$ cat src/rtl/noc_axi_pkg.sv
// Shared types for the AXI4-Lite slave responder.
//   resp_t     : AXI response codes used on BRESP/RRESP
//   wr_state_t : write-channel FSM states
//   rd_state_t : read-channel FSM states
package noc_axi_pkg;

    typedef enum logic [1:0] {
        AXI_RESP_OKAY   = 2'b00,
        AXI_RESP_SLVERR = 2'b10
    } resp_t;

    typedef enum logic {
        W_IDLE = 1'b0,
        W_RESP = 1'b1
    } wr_state_t;

    typedef enum logic {
        R_IDLE = 1'b0,
        R_RESP = 1'b1
    } rd_state_t;

endpackage

$ cat src/rtl/axil_resp_regfile.sv
// DEPTH x 32-bit register array behind the AXI4-Lite responder.
// Ports:
//   clk, rst         clock, asynchronous active-low clear (all words to 0)
//   we, widx         write enable and word index
//   wdata, wstrb     write data and byte enables (byte i written iff wstrb[i])
//   re, rhit, ridx   read strobe, address-hit flag, word index
//   rdata            registered read data; loads 0 on a strobe with rhit=0,
//                    otherwise holds its value between strobes
module axil_resp_regfile #(
    parameter int DEPTH = 16,
    parameter int IDX_W = $clog2(DEPTH)
) (
    input  logic             clk,
    input  logic             rst,
    input  logic             we,
    input  logic [IDX_W-1:0] widx,
    input  logic [31:0]      wdata,
    input  logic [3:0]       wstrb,
    input  logic             re,
    input  logic             rhit,
    input  logic [IDX_W-1:0] ridx,
    output logic [31:0]      rdata
);

    logic [31:0] mem [DEPTH];

    always_ff @(posedge clk or negedge rst) begin
        if (!rst) begin
            for (int i = 0; i < DEPTH; i++) begin
                mem[i] <= '0;
            end
        end else if (we) begin
            for (int b = 0; b < 4; b++) begin
                if (wstrb[b]) begin
                    mem[widx][8*b +: 8] <= wdata[8*b +: 8];
                end
            end
        end
    end

    // A read and a write to the same word on one edge returns the old word,
    // since the array update is non-blocking.
    always_ff @(posedge clk or negedge rst) begin
        if (!rst) begin
            rdata <= '0;
        end else if (re) begin
            rdata <= rhit ? mem[ridx] : '0;
        end
    end

endmodule

$ cat src/rtl/axil_slave_responder_mem.sv
// AXI4-Lite slave responder: word-addressed register window at BASE_ADDR.
// One outstanding write and one outstanding read, run by independent FSMs.
// Accesses outside [BASE_ADDR, BASE_ADDR+4*DEPTH) answer SLVERR; such
// writes change nothing and such reads return 0.
// Ports:
//   clk, rst                        clock, asynchronous active-low reset
//   awaddr/awprot/awvalid/awready   write address channel (awprot ignored)
//   wdata/wstrb/wvalid/wready       write data channel
//   bresp/bvalid/bready             write response channel
//   araddr/arprot/arvalid/arready   read address channel (arprot ignored)
//   rdata/rresp/rvalid/rready       read data channel
// All ready/valid outputs come straight from flops.
module axil_slave_responder_mem
    import noc_axi_pkg::*;
#(
    parameter int              ADDR_W    = 32,
    parameter int              DATA_W    = 32,
    parameter logic [ADDR_W-1:0] BASE_ADDR = 'h7000_0000,
    parameter int              DEPTH     = 16
) (
    input  logic              clk,
    input  logic              rst,
    input  logic [ADDR_W-1:0] awaddr,
    input  logic [2:0]        awprot,
    input  logic              awvalid,
    output logic              awready,
    input  logic [DATA_W-1:0] wdata,
    input  logic [3:0]        wstrb,
    input  logic              wvalid,
    output logic              wready,
    output logic [1:0]        bresp,
    output logic              bvalid,
    input  logic              bready,
    input  logic [ADDR_W-1:0] araddr,
    input  logic [2:0]        arprot,
    input  logic              arvalid,
    output logic              arready,
    output logic [DATA_W-1:0] rdata,
    output logic [1:0]        rresp,
    output logic              rvalid,
    input  logic              rready
);

    localparam int                IDX_W = $clog2(DEPTH);
    localparam logic [ADDR_W-1:0] SPAN  = ADDR_W'(4 * DEPTH);

    // ---------------- write path ----------------
    wr_state_t         wr_state, wr_state_n;
    logic              aw_held, w_held, aw_held_n, w_held_n;
    logic              awready_n, wready_n, bvalid_n, wr_commit;
    logic [ADDR_W-1:0] awaddr_q;
    logic [DATA_W-1:0] wdata_q;
    logic [3:0]        wstrb_q;
    resp_t             bresp_q;

    logic              aw_hs, w_hs, wr_hit;
    logic [ADDR_W-1:0] wr_addr, wr_off;
    logic [DATA_W-1:0] wr_data;
    logic [3:0]        wr_strb;

    assign aw_hs = awvalid & awready;
    assign w_hs  = wvalid & wready;

    // The commit edge may be the same edge that captures AW or W, so take the
    // live bus value for whichever channel is handshaking right now.
    assign wr_addr = aw_hs ? awaddr : awaddr_q;
    assign wr_data = w_hs  ? wdata  : wdata_q;
    assign wr_strb = w_hs  ? wstrb  : wstrb_q;
    assign wr_off  = wr_addr - BASE_ADDR;
    assign wr_hit  = (wr_addr >= BASE_ADDR) && (wr_off < SPAN);

    always_comb begin
        wr_state_n = wr_state;
        aw_held_n  = aw_held;
        w_held_n   = w_held;
        awready_n  = awready;
        wready_n   = wready;
        bvalid_n   = bvalid;
        wr_commit  = 1'b0;
        case (wr_state)
            W_IDLE: begin
                aw_held_n = aw_held | aw_hs;
                w_held_n  = w_held | w_hs;
                if (aw_held_n && w_held_n) begin
                    wr_commit  = 1'b1;
                    bvalid_n   = 1'b1;
                    awready_n  = 1'b0;
                    wready_n   = 1'b0;
                    wr_state_n = W_RESP;
                end else begin
                    awready_n = !aw_held_n;
                    wready_n  = !w_held_n;
                end
            end
            W_RESP: begin
                if (bready) begin
                    bvalid_n   = 1'b0;
                    aw_held_n  = 1'b0;
                    w_held_n   = 1'b0;
                    awready_n  = 1'b1;
                    wready_n   = 1'b1;
                    wr_state_n = W_IDLE;
                end
            end
            default: wr_state_n = W_IDLE;
        endcase
    end

    always_ff @(posedge clk or negedge rst) begin
        if (!rst) begin
            wr_state <= W_IDLE;
            aw_held  <= 1'b0;
            w_held   <= 1'b0;
            awready  <= 1'b0;
            wready   <= 1'b0;
            bvalid   <= 1'b0;
            bresp_q  <= AXI_RESP_OKAY;
            awaddr_q <= '0;
            wdata_q  <= '0;
            wstrb_q  <= '0;
        end else begin
            wr_state <= wr_state_n;
            aw_held  <= aw_held_n;
            w_held   <= w_held_n;
            awready  <= awready_n;
            wready   <= wready_n;
            bvalid   <= bvalid_n;
            if (aw_hs) awaddr_q <= awaddr;
            if (w_hs) begin
                wdata_q <= wdata;
                wstrb_q <= wstrb;
            end
            if (wr_commit) bresp_q <= wr_hit ? AXI_RESP_OKAY : AXI_RESP_SLVERR;
        end
    end

    assign bresp = bresp_q;

    // ---------------- read path ----------------
    rd_state_t         rd_state, rd_state_n;
    logic              arready_n, rvalid_n, rd_en, ar_hs, rd_hit;
    logic [ADDR_W-1:0] rd_off;
    resp_t             rresp_q;

    assign ar_hs  = arvalid & arready;
    assign rd_off = araddr - BASE_ADDR;
    assign rd_hit = (araddr >= BASE_ADDR) && (rd_off < SPAN);

    always_comb begin
        rd_state_n = rd_state;
        arready_n  = arready;
        rvalid_n   = rvalid;
        rd_en      = 1'b0;
        case (rd_state)
            R_IDLE: begin
                if (ar_hs) begin
                    rd_en      = 1'b1;
                    rvalid_n   = 1'b1;
                    arready_n  = 1'b0;
                    rd_state_n = R_RESP;
                end else begin
                    arready_n = 1'b1;
                end
            end
            R_RESP: begin
                if (rready) begin
                    rvalid_n   = 1'b0;
                    arready_n  = 1'b1;
                    rd_state_n = R_IDLE;
                end
            end
            default: rd_state_n = R_IDLE;
        endcase
    end

    always_ff @(posedge clk or negedge rst) begin
        if (!rst) begin
            rd_state <= R_IDLE;
            arready  <= 1'b0;
            rvalid   <= 1'b0;
            rresp_q  <= AXI_RESP_OKAY;
        end else begin
            rd_state <= rd_state_n;
            arready  <= arready_n;
            rvalid   <= rvalid_n;
            if (rd_en) rresp_q <= rd_hit ? AXI_RESP_OKAY : AXI_RESP_SLVERR;
        end
    end

    assign rresp = rresp_q;

    axil_resp_regfile #(
        .DEPTH (DEPTH),
        .IDX_W (IDX_W)
    ) u_regfile (
        .clk   (clk),
        .rst   (rst),
        .we    (wr_commit & wr_hit),
        .widx  (wr_off[IDX_W+1:2]),
        .wdata (wr_data),
        .wstrb (wr_strb),
        .re    (rd_en),
        .rhit  (rd_hit),
        .ridx  (rd_off[IDX_W+1:2]),
        .rdata (rdata)
    );

    // Protection bits and sub-word address bits carry no meaning here.
    logic unused_bits;
    assign unused_bits = ^{awprot, arprot, wr_off[1:0], rd_off[1:0]};

endmodule

$ cat config.mk
export PLATFORM = sky130hd
export DESIGN_NAME = axil_slave_responder_mem
export DESIGN_NICKNAME = d
export VERILOG_FILES = /design/src/rtl/noc_axi_pkg.sv /design/src/rtl/axil_resp_regfile.sv /design/src/rtl/axil_slave_responder_mem.sv
export SDC_FILE = /design/constraint.sdc
export NUM_CORES = 1
export LEC_CHECK = 0
export ABC_AREA = 1
export BUFFER_PORTS_ARGS = -buffer_cell sky130_fd_sc_hd__buf_2
export CORE_MARGIN = 10
export CORE_UTILIZATION = 65
export CTS_BUF_LIST = sky130_fd_sc_hd__clkbuf_2 sky130_fd_sc_hd__clkbuf_4 sky130_fd_sc_hd__clkbuf_8
export CTS_CLUSTER_SIZE = 14
export DETAILED_ROUTE_END_ITERATION = 10
export PLACE_DENSITY_LB_ADDON = 0.08
export SYNTH_ARGS = -nofsm -noshare
export SYNTH_HDL_FRONTEND = slang
export SYNTH_HIERARCHICAL = 1
export SYNTH_SLANG_ARGS = --single-unit
$ cat constraint.sdc
create_clock -name clk -period 5.46 [get_ports clk]
set_input_delay 0.819 -clock clk [delete_from_list [all_inputs] [get_ports clk]]
set_output_delay 0.819 -clock clk [all_outputs]
set_load 0.1 [all_outputs]
==> reports/qor.yml <==
outcome:
  status: "finished clean"
setup_path:
  critPathCaptureType: "flip-flop"
  cpMostUsedCell: "nand2_1"
  path_cells: "nand2_1 > o21ai_1 > nand2_1 > nor2_1 > nand3_1 > nor2_2 > nand2_1 > inv_1 > nand2_1 > o21ai_0"
  cp_slowest_stage_delay_ns: 0.80
  arrival_ns: 4.96
  slowest_stage: "dfrtp_1"
  path_class: "flip-flop to flip-flop"
  crit_fanout: 31
  cp.required_ns: 6.03
  start_kind: "flip-flop"
finish:
  design_area_um2: 32000
  num_antenna_cells: 0
  fin_nets: 3940
  fillCellCount: 3561
  syn2layout_area_growth_pct: 8.85
  drive_gt1_share_pct: 9.83
timing:
  hold_viol: 0
  finalSetupTns_ns: 0
  rsz0062_at_grt: "no"
  slew_violations: 0
  fmax_ghz: 0.228
  worst_pin_slew_ns: 1.01
  clock_skew_ns: 0.0263
  slew-limit-headroom_pct: 32.9
  setup_viol_count_final: 0
  period_share_pct: 80.4
  fin_crit_ns: 4.39
  holdWs_ns: 0.200
power:
  power_mw: 11.2
  combPwrFrac_pct: 17.7
  peakVddDrop_v: 0.000316
  switching_share_pct: 30.9
  p_int_mw: 7.76
  clock_power_share_pct: 37.9
  p_leak_nw: 15.9
  p_switching_mw: 3.47
  power_density_nw_per_um2: 351
  seqPwrFrac_pct: 44.4
route:
  num_vias: 24900
  via_per_inst: 5.55
  drc: 0
  wl_per_cell_um: 16.7
  wl_um: 74800
  ant_nets: 0
  dr.pass1.iters: 6
  drt_iter0_drc: 2620
global_routing:
  grt_pass1_wl_um: 122000
  grt_usage_pct: 27.6
  antenna_found_initial: 0
  grt_pass1_vias: 23800
  grt_start_max_net_pins: 167
  grt-ovfl-total: 0
hold_path:
  min_path_type: "input port to async pin"
clock_network:
  h-tree-depth: 3
  ctsLongestPathBuffers: 3
  clockRootBuffer: "clkbuf_8"
  cts_resized: 0
  numCtsBuffers: 98
  clock_sinks: 621
  clk_latency_ns: 0.68
  post_cts_buffers: 0
  clk_pin_slew_ns: 0.06
  cts_hold_buf: 0
  tritoncts: "built"
floorplan:
  core_um2: 44400
  dieWidth_um: 233
  die_h_um: 233
  die-area_um2: 54100
  num_io_pins: 154
  rows: 77
  initial_core_util_pct: 66.1
synthesis:
  syn-cell-area_um2: 29400
  synth_area_leaders: "dfrtp_1 53%, nand2_1 18%, o21ai_0 8.8%"
  netlist_instances: 3786
  yosys.area.top_type: "dfrtp_1"
  ys_seq_elements: 621
  synth.avg_cell_area_um2: 7.76
  synth_cell_types: 22
  yosys_warnings: 6
  seq_area_frac_synth_pct: 52.9
  synth_top_area_share_pct: 52.9
place:
  place_area_um2: 29800
  port_buffers: 141
  hpwl_um: 45200
  place_congestion: 0.825
run:
  max_cap_violations: 0
==> synthesized netlist by cell type <==
| library cell | instances |
|---|---|
| nand4_1 | 1 |
| nand2_1 | 1438 |
| o21ai_2 | 1 |
| nand3_1 | 408 |
| conb_1 | 1 |
| o21ai_0 | 519 |
| o21ai_1 | 5 |
| mux2_2 | 36 |
| dfrtp_1 | 621 |
| or2_2 | 3 |
| buf_4 | 33 |
| a21oi_1 | 2 |
| nor2_2 | 2 |
| nand3b_1 | 1 |
| buf_6 | 32 |
| nor3_1 | 1 |
| buf_2 | 90 |
| inv_1 | 477 |
| nor2_1 | 42 |
| buf_1 | 18 |
| clkbuf_1 | 51 |
| inv_2 | 4 |
==> final timing paths <==
check / from / end / slack (ns) / cells past startpoint
min in group clk: rready / rvalid / 0.34 / 2
max in group asynchronous: rst / u_regfile/mem[478] / 4.07 / 2
worst min register to register: rd_state / rvalid / 0.45 / 1
worst min-delay path: rst / awaddr_q[27] / 0.20 / 1
worst max-delay path: awready / u_regfile/mem[309] / 1.07 / 10
worst max register to register: awready / u_regfile/mem[309] / 1.07 / 10
==> kinds of logic (layout without fill, tap and decap cells) <==
family,after synthesis,after routing,share of synthesized area [%]
compound gates,527,527,9.00
buf+inv,705,816,10.6
flops,621,621,52.9
mux,36,36,1.38
other cells,1,2,0.0128
simple gates,1896,1896,26.0
==> layout make-up <==
cell class | instances | area [um2] | share of cell area (%)
repair buffers | 164 | 1000 | 3.13
clock inverters | 13 | 143 | 0.446
multi-input cells | 2461 | 10700 | 33.5
inverters | 481 | 1810 | 5.68
flip-flops and latches | 621 | 15500 | 48.6
well taps | 592 | 741 | 2.32
clock buffers | 158 | 2020 | 6.31
==> sequential cells by signal (all words and copies together) (netlist names), 4 cells and up <==
name and count:
wdata_q 32, wstrb_q 4, awaddr_q 30, u_regfile/rdata 32, u_regfile/mem 512
==> routing by layer <==
metal,track usage [%],routed length (um),vias to the layer above
met4,9.72,1980,0
met2,44.8,35300,1021
met1,36.8,31300,11900
li1,-,-,11800
met3,5.06,6230,158
met5,0,0,-
==> cells in the final DEF, fill, tap and decap left out <==
cell	instances
a21oi_1	2
buf_12	8
buf_2	138
buf_4	16
buf_8	1
bufinv_16	3
clkbuf_4	25
clkbuf_8	134
clkinv_2	10
clkinvlp_4	1
conb_1	2
dfrtp_1	621
inv_1	476
inv_2	2
inv_4	1
inv_6	1
mux2_2	36
nand2_1	1437
nand2_2	1
nand3_1	408
nand3b_1	1
nand4_1	1
nor2_1	42
nor2_2	2
nor3_1	1
o21ai_0	519
o21ai_1	5
o21ai_2	1
or2_2	3
==> per-stage QoR <==
| stage | std cells | setup slack (ns) | utilization, % |
|---|---|---|---|
| after floorplan | 3787 | 2.58 | - |
| after global placement | 4319 | 1.06 | 67.1 |
| after detailed placement | 4319 | 0.942 | 67.1 |
| after CTS | 4490 | 1.17 | 72.0 |
| after global routing | 4490 | 0.641 | 72.0 |
| final | 4490 | 1.07 | 72.0 |
==> power by group through the flow <==
| stage | clock (mW) | sequential (mW) | combinational, mW |
|---|---|---|---|
| 6_report | 4.26 | 4.98 | 1.99 |
| 5_1_grt | 4.54 | 5.01 | 2.20 |
| 4_1_cts | 4.33 | 4.98 | 1.98 |
| 3_5_place_dp | 0 | 5.06 | 1.97 |
| 3_3_place_gp | 0 | 5.05 | 1.90 |
| 2_1_floorplan | 0 | 5.18 | 1.20 |
==> critical path: cells and delay by family (launching register included) <==
family / cells / cell delay, ns
compound gates: 2 / 0.79
simple gates: 7 / 2.23
flops: 1 / 0.80
buf+inv: 1 / 0.45
Power figures use the tool's default switching activity.
